`src/rtl/serial_ft_adder_ctrl_pkg.sv`:
```
// serial_ft_pkg: shared state encoding and constants for the serial FT adder sequencer
package serial_ft_pkg;
  typedef enum logic [1:0] {
    IDLE  = 2'd0,
    CLEAR = 2'd1,
    RUN   = 2'd2,
    DONE  = 2'd3
  } state_e;
  localparam int FA_CLEAR_CYCLES = 1;
endpackage

```
`src/rtl/serial_ft_adder_ctrl.sv`:
```
// serial_ft_adder_ctrl: LSB-first bit-serial sequencer driving the sift-out FT full adder.
// Optional SERIAL_FT_ADDER_OVF_EN adds a held signed-overflow output ovf.
module serial_ft_adder_ctrl
  import serial_ft_pkg::*;
#(
  parameter int W = 8
) (
  input  logic         clk,
  input  logic         rst,
  input  logic         start,
  input  logic [W-1:0] a,
  input  logic [W-1:0] b,
  input  logic         cin_init,
  output logic         busy,
  output logic         done,
  output logic [W-1:0] result,
  output logic         carry_out,
  output logic         fa_in1,
  output logic         fa_in2,
  output logic         fa_cin,
  output logic         fa_k,
  input  logic         fa_sum,
  input  logic         fa_cout
`ifdef SERIAL_FT_ADDER_OVF_EN
  ,
  output logic         ovf
`endif
);
  localparam int CW = $clog2(W) + 1;
  state_e state_q, state_d;
  logic [W-1:0] sh_a_q, sh_a_d, sh_b_q, sh_b_d, sh_s_q, sh_s_d, result_q, result_d;
  logic [CW-1:0] cnt_q, cnt_d;
  logic carry_q, carry_d, cout_q, cout_d;
  logic accept, run, last;
  always_comb begin
    accept = (state_q == IDLE) && start;
    run    = (state_q == RUN);
    last   = run && (cnt_q == CW'(W - 1));
  end
  always_ff @(posedge clk or posedge rst)
    if (rst) state_q <= IDLE;
    else     state_q <= state_d;
  always_comb
    state_d = (state_q == IDLE)  ? (start ? CLEAR : IDLE) :
              (state_q == CLEAR) ? RUN :
              (state_q == RUN)   ? (last ? DONE : RUN) : IDLE;
  // Result is latched from the next-state sum so the final bit lands together with done.
  always_comb begin
    sh_a_d   = accept ? a : run ? sh_a_q >> 1 : sh_a_q;
    sh_b_d   = accept ? b : run ? sh_b_q >> 1 : sh_b_q;
    sh_s_d   = accept ? '0 : run ? {fa_sum, sh_s_q[W-1:1]} : sh_s_q;
    carry_d  = accept ? cin_init : run ? fa_cout : carry_q;
    cnt_d    = accept ? '0 : run ? cnt_q + 1'b1 : cnt_q;
    result_d = last ? sh_s_d : result_q;
    cout_d   = last ? fa_cout : cout_q;
  end
  always_ff @(posedge clk or posedge rst)
    if (rst) begin
      sh_a_q   <= '0;
      sh_b_q   <= '0;
      sh_s_q   <= '0;
      carry_q  <= 1'b0;
      cnt_q    <= '0;
      result_q <= '0;
      cout_q   <= 1'b0;
    end else begin
      sh_a_q   <= sh_a_d;
      sh_b_q   <= sh_b_d;
      sh_s_q   <= sh_s_d;
      carry_q  <= carry_d;
      cnt_q    <= cnt_d;
      result_q <= result_d;
      cout_q   <= cout_d;
    end
`ifdef SERIAL_FT_ADDER_OVF_EN
  logic ovf_q, ovf_d;
  // carry_q during the last RUN cycle is the carry into the MSB
  always_comb ovf_d = last ? carry_q ^ fa_cout : ovf_q;
  always_ff @(posedge clk or posedge rst)
    if (rst) ovf_q <= 1'b0;
    else     ovf_q <= ovf_d;
  assign ovf = ovf_q;
`endif
  always_comb begin
    busy      = state_q != IDLE;
    done      = state_q == DONE;
    fa_k      = state_q == CLEAR;
    fa_in1    = run & sh_a_q[0];
    fa_in2    = run & sh_b_q[0];
    fa_cin    = run & carry_q;
    result    = result_q;
    carry_out = cout_q;
  end
endmodule

```
`config.mk`:
```
export PLATFORM = sky130hd
export DESIGN_NAME = serial_ft_adder_ctrl
export DESIGN_NICKNAME = d
export VERILOG_FILES = /design/src/rtl/serial_ft_adder_ctrl_pkg.sv /design/src/rtl/serial_ft_adder_ctrl.sv
export SDC_FILE = /design/constraint.sdc
export NUM_CORES = 1
export LEC_CHECK = 0
export ABC_AREA = 1
export BUFFER_PORTS_ARGS = -buffer_cell sky130_fd_sc_hd__buf_4
export CORE_ASPECT_RATIO = 0.7
export CORE_MARGIN = 2
export CORE_UTILIZATION = 49
export DETAILED_ROUTE_END_ITERATION = 16
export PLACE_DENSITY = 0.75
export SLEW_MARGIN = 20
export SYNTH_ARGS = -nofsm -noshare
export SYNTH_HDL_FRONTEND = slang
export SYNTH_SLANG_ARGS = --single-unit
```
`constraint.sdc`:
```
create_clock -name clk -period 1.35 [get_ports clk]
set_clock_uncertainty 0.05 [all_clocks]
set_input_delay 0.0675 -clock clk [delete_from_list [all_inputs] [get_ports clk]]
set_output_delay 0.0675 -clock clk [all_outputs]
set_load 0.1 [all_outputs]
```
==> Yosys cells after proc, flatten, opt, wreduce, memory -nomap -nowiden <==
Index checks and enable logic that the tools add are counted.
{ "word_totals": {"mem_bits_rw": 0, "latch_bits": 0, "memories": 0, "regBits": 40, "input_bits": 22, "out_inout_bits": 15, "rom_bits": 0} }
{ "op_classes": {"n_mul": 0, "eq_ne": 4, "div_mod_pow": 0, "bitwise": 3, "addsub": 1, "n_reduce_logical": 5, "order_cmp": 0, "shift": 0, "mux": 15} }
{ "op_table": {"columns": ["operator", "n"], "rows": [
  ["8-bit two-way mux", 6],
  ["4-bit two-way mux", 2],
  ["2-bit two-way mux", 3],
  ["4-bit by 1-bit adder with 4-bit output (second input constant)", 1],
  ["2-bit equality test (second input constant)", 2],
  ["4-bit by 3-bit equality test with 1-bit output (second input constant)", 1],
  ["1-bit two-way mux", 4],
  ["2-bit nonzero test", 2],
  ["1-bit AND", 3],
  ["2-bit by 1-bit equality test with 1-bit output (second input constant)", 1],
  ["1-bit logical AND", 2],
  ["2-bit logical NOT", 1]
]} }

==> Logic depth before layout (Yosys ltp) <==
{ "depth": {"depth_word": 6, "mapped_depth": 9} }

==> Worst setup path after synthesis <==
No wires, ideal clock.
{ "synth_timing": {"kind": "register to output", "start": "register state_q[0]", "end": "output fa_cin", "stages_incl_launch_ff": 8, "setup_slack_ns": -0.381, "n_path_buf": 3, "arrival_time_ns": 1.613, "cell_sequence": "dfrtp_1 -> inv_1 -> ha_1 -> buf_6 -> buf_6 -> buf_6 -> nand2_1 -> inv_1"} }
{ "synth_via": {"elab_chain_len": 2} }
{ "synth_lines": {"columns": ["item", "line", "rtl"], "rows": [
  ["start: declaration", "serial_ft_adder_ctrl.sv:30", "state_e state_q, state_d;"],
  ["start signal: assignment", "serial_ft_adder_ctrl.sv:42", "else state_q <= state_d;"],
  ["2-bit equality test", "serial_ft_adder_ctrl.sv:37", "run = (state_q == RUN);"],
  ["1-bit AND", "serial_ft_adder_ctrl.sv:90", "fa_cin = run & carry_q;"],
  ["end: declaration", "serial_ft_adder_ctrl.sv:20", "output logic fa_cin,"]
]} }
No other way between the ends.

==> Worst setup path after layout <==
Ends and elaborated chain as after synthesis.

==> out/results.tsv <==
metric	value	unit
Synth top cells by count	nand2_1 (88), dfrtp_1 (40), nand3_1 (29), inv_1 (17), nor2_1 (17)	
Die X	78.4	um
Max transition margin	0.665	
Worst-Margin Slew	0.503	ns
largest area contributor in the netlist	dfrtp_1	
TritonCTS Buffers	5	
Initial Utilization	0.523	
post-synth cell types	20	
layout cells sized above 1	0.424	
CP Max Fanout	7	
Seq/Total Area, Yosys	0.527	
largest net degree at the start of global routing	41	
antenna cells	0	
WHS	0.0526	ns
post-route ant nets	0	
post-synth top area share	0.527	
DP HPWL	2770	um
period utilisation layout	1.12	
Hold Path Class	primary input to flop	
H-tree Lvls	2	
Total GRT Usage	0.236	
Post-layout nets	328	
IO Pins	37	
yosys warns	0	
Total Wirelength	5200	um
Area contributors post-synth	dfrtp_1 (53%), nand2_1 (17%), nand3_1 (7.6%)	
final setup margin	-0.159	ns
Port Buffers	36	
Post-synth EDFFs	0	
Critical Path End Type	output port	
CTS max path bufs	2	
Post-synth top flop	dfrtp_1	
#FFs+latches synth	40	
Mapped Nets	252	
Cell Area, Synth	1900	um^2
CTS root buf	clkbuf_8	
CP required	1.23	ns
vias in the first global route	1669	
GR Overflow Total	0	
critical path, cell by cell	inv_2, ha_4, buf_12, nand2_4, clkinvlp_4, buf_12	
clk_lat worst skew	0.30	ns
row count	18	
Iteration-0 DRC Markers	115	
final setup fails	33	
most used cell, CP	buf_12	
RePlAce Congestion	0.780	
Final Max Slew Viols	0	
global-route wire length before repair	7760	um
violated checks	setup timing	
slowest cell delay on critical path	0.40	ns
initial antenna violation count	0	
Die Footprint	4400	um^2
worst path arrival time	1.39	ns
vias per cell	5.09	
unrepaired setup endpoints after global routing	true	
Clock Sinks	40	
most numerous cell in the Yosys netlist	nand2_1	
Gate Count Post-Synth	225	
CTS tree	yes	
min Tclk post-route	1.51	ns
max_cap viols	0	
via count	1791	
Avg Inst Size Synth	8.44	um^2
DRC violation count after routing	0	
startpoint types	flop	
final hold violation count	0	
Async SR Flop Fraction	1.00	
CORE AREA	3630	um^2
Worst-path clk slew	0.07	ns
status	complete, but fails checks	
DIE HEIGHT	56.1	um
critical path's slowest cell	dfrtp_1	
Synth-to-Final Area Change	55.8	%
Max Fclk	0.662	GHz
First-pass DRT Iterations	4	
Setup Crit Path Kind	flop to output port	
WL/cell	14.8	um
-- worst max-delay path: cells and delay by family, from the launching register on --
kind | cells | cell delay (ns)
buf+inv | 4 | 0.47
flops | 1 | 0.40
fa+ha+maj | 1 | 0.16
simple gates | 1 | 0.05
-- metrics by stage --
stage          utilization  instances  setup TNS [ns]  worst slack [ns]  cell area, um^2
3_5_place_dp         0.641        316           -1.71            -0.105             2330
5_1_grt              0.815        352           -3.44            -0.212             2960
3_3_place_gp         0.641        316          -0.782           -0.0496             2330
2_1_floorplan            -        225          -0.625            -0.194             1940
4_1_cts              0.766        348           -2.70            -0.152             2780
6_report             0.815        352           -1.45            -0.159             2960
-- per-layer routing --
layer	wire, um	GRT usage	part of all wire	up-vias
li1	-	-	-	847
met1	2200	0.310	0.42	862
met2	2600	0.360	0.50	67
met3	263	0.0698	0.051	15
met4	138	0.115	0.027	0
met5	0	0	0	-
-- cell families after synthesis --
kind of cell,after synthesis,synth area share
buffers and inverters,30,0.0923
AO/OA/AOI/OAI,4,0.0165
flip-flops,40,0.527
adder cells (fa/ha/maj),5,0.0330
AND/OR/NAND/NOR,146,0.331
-- cell usage in the layout, fill, tap and decap left out, drive strengths merged --
master / n
or2: 1
dfrtp: 40
nand3: 29
o21ai: 2
inv: 16
ha: 5
clkinv: 1
buf: 60
bufinv: 1
nand2: 89
a31oi: 1
clkbuf: 6
a21oi: 1
dlygate4sd3: 19
nor2: 27
clkinvlp: 3
nand4: 1
-- registers in the layout (all words and copies together), names as in the netlist --
| name | cells |
|---|---|
| state_q | 2 |
| cnt_q | 4 |
| sh_b_q | 8 |
| sh_s_q | 8 |
| sh_a_q | 8 |
| result | 8 |
| carry_q | 1 |
| carry_out | 1 |
-- final timing paths --
path                       depth (start not counted)  slack [ns]         end        from
hold / removal                                     5        0.05   sh_s_q[7]      fa_sum
setup reg to reg                                   9       -0.10    cnt_q[3]  state_q[0]
min in group asynchronous                          4        0.39   sh_s_q[2]         rst
max in group asynchronous                          4        0.47  state_q[1]         rst
setup / recovery                                   6       -0.16      fa_cin  state_q[0]
hold reg to reg                                    2        0.43   result[3]   result[3]
-- cell type report --
| class | count | area (um^2) |
|---|---|---|
| fill | 209 | 669 |
| clock buffer | 6 | 82.6 |
| clock inverter | 2 | 38.8 |
| inverter | 19 | 92.6 |
| tap | 50 | 62.6 |
| timing repair buffer | 79 | 783 |
| multi-input combinational | 156 | 895 |
| sequential | 40 | 1000 |
-- repair_timing --
item | CTS | global route
buffers inserted | 4 | 4
pin swaps | 4 | 16
hold buffers | 19 | 0
endpoints found under the hold margin | 58 | 0
resized for setup | 26 | 44
endpoints found under the setup margin | 33 | 45
gates cloned | 1 | 0
Power is not shown: default switching activity piles up to over one toggle a cycle in this logic, so the estimate is an artifact.
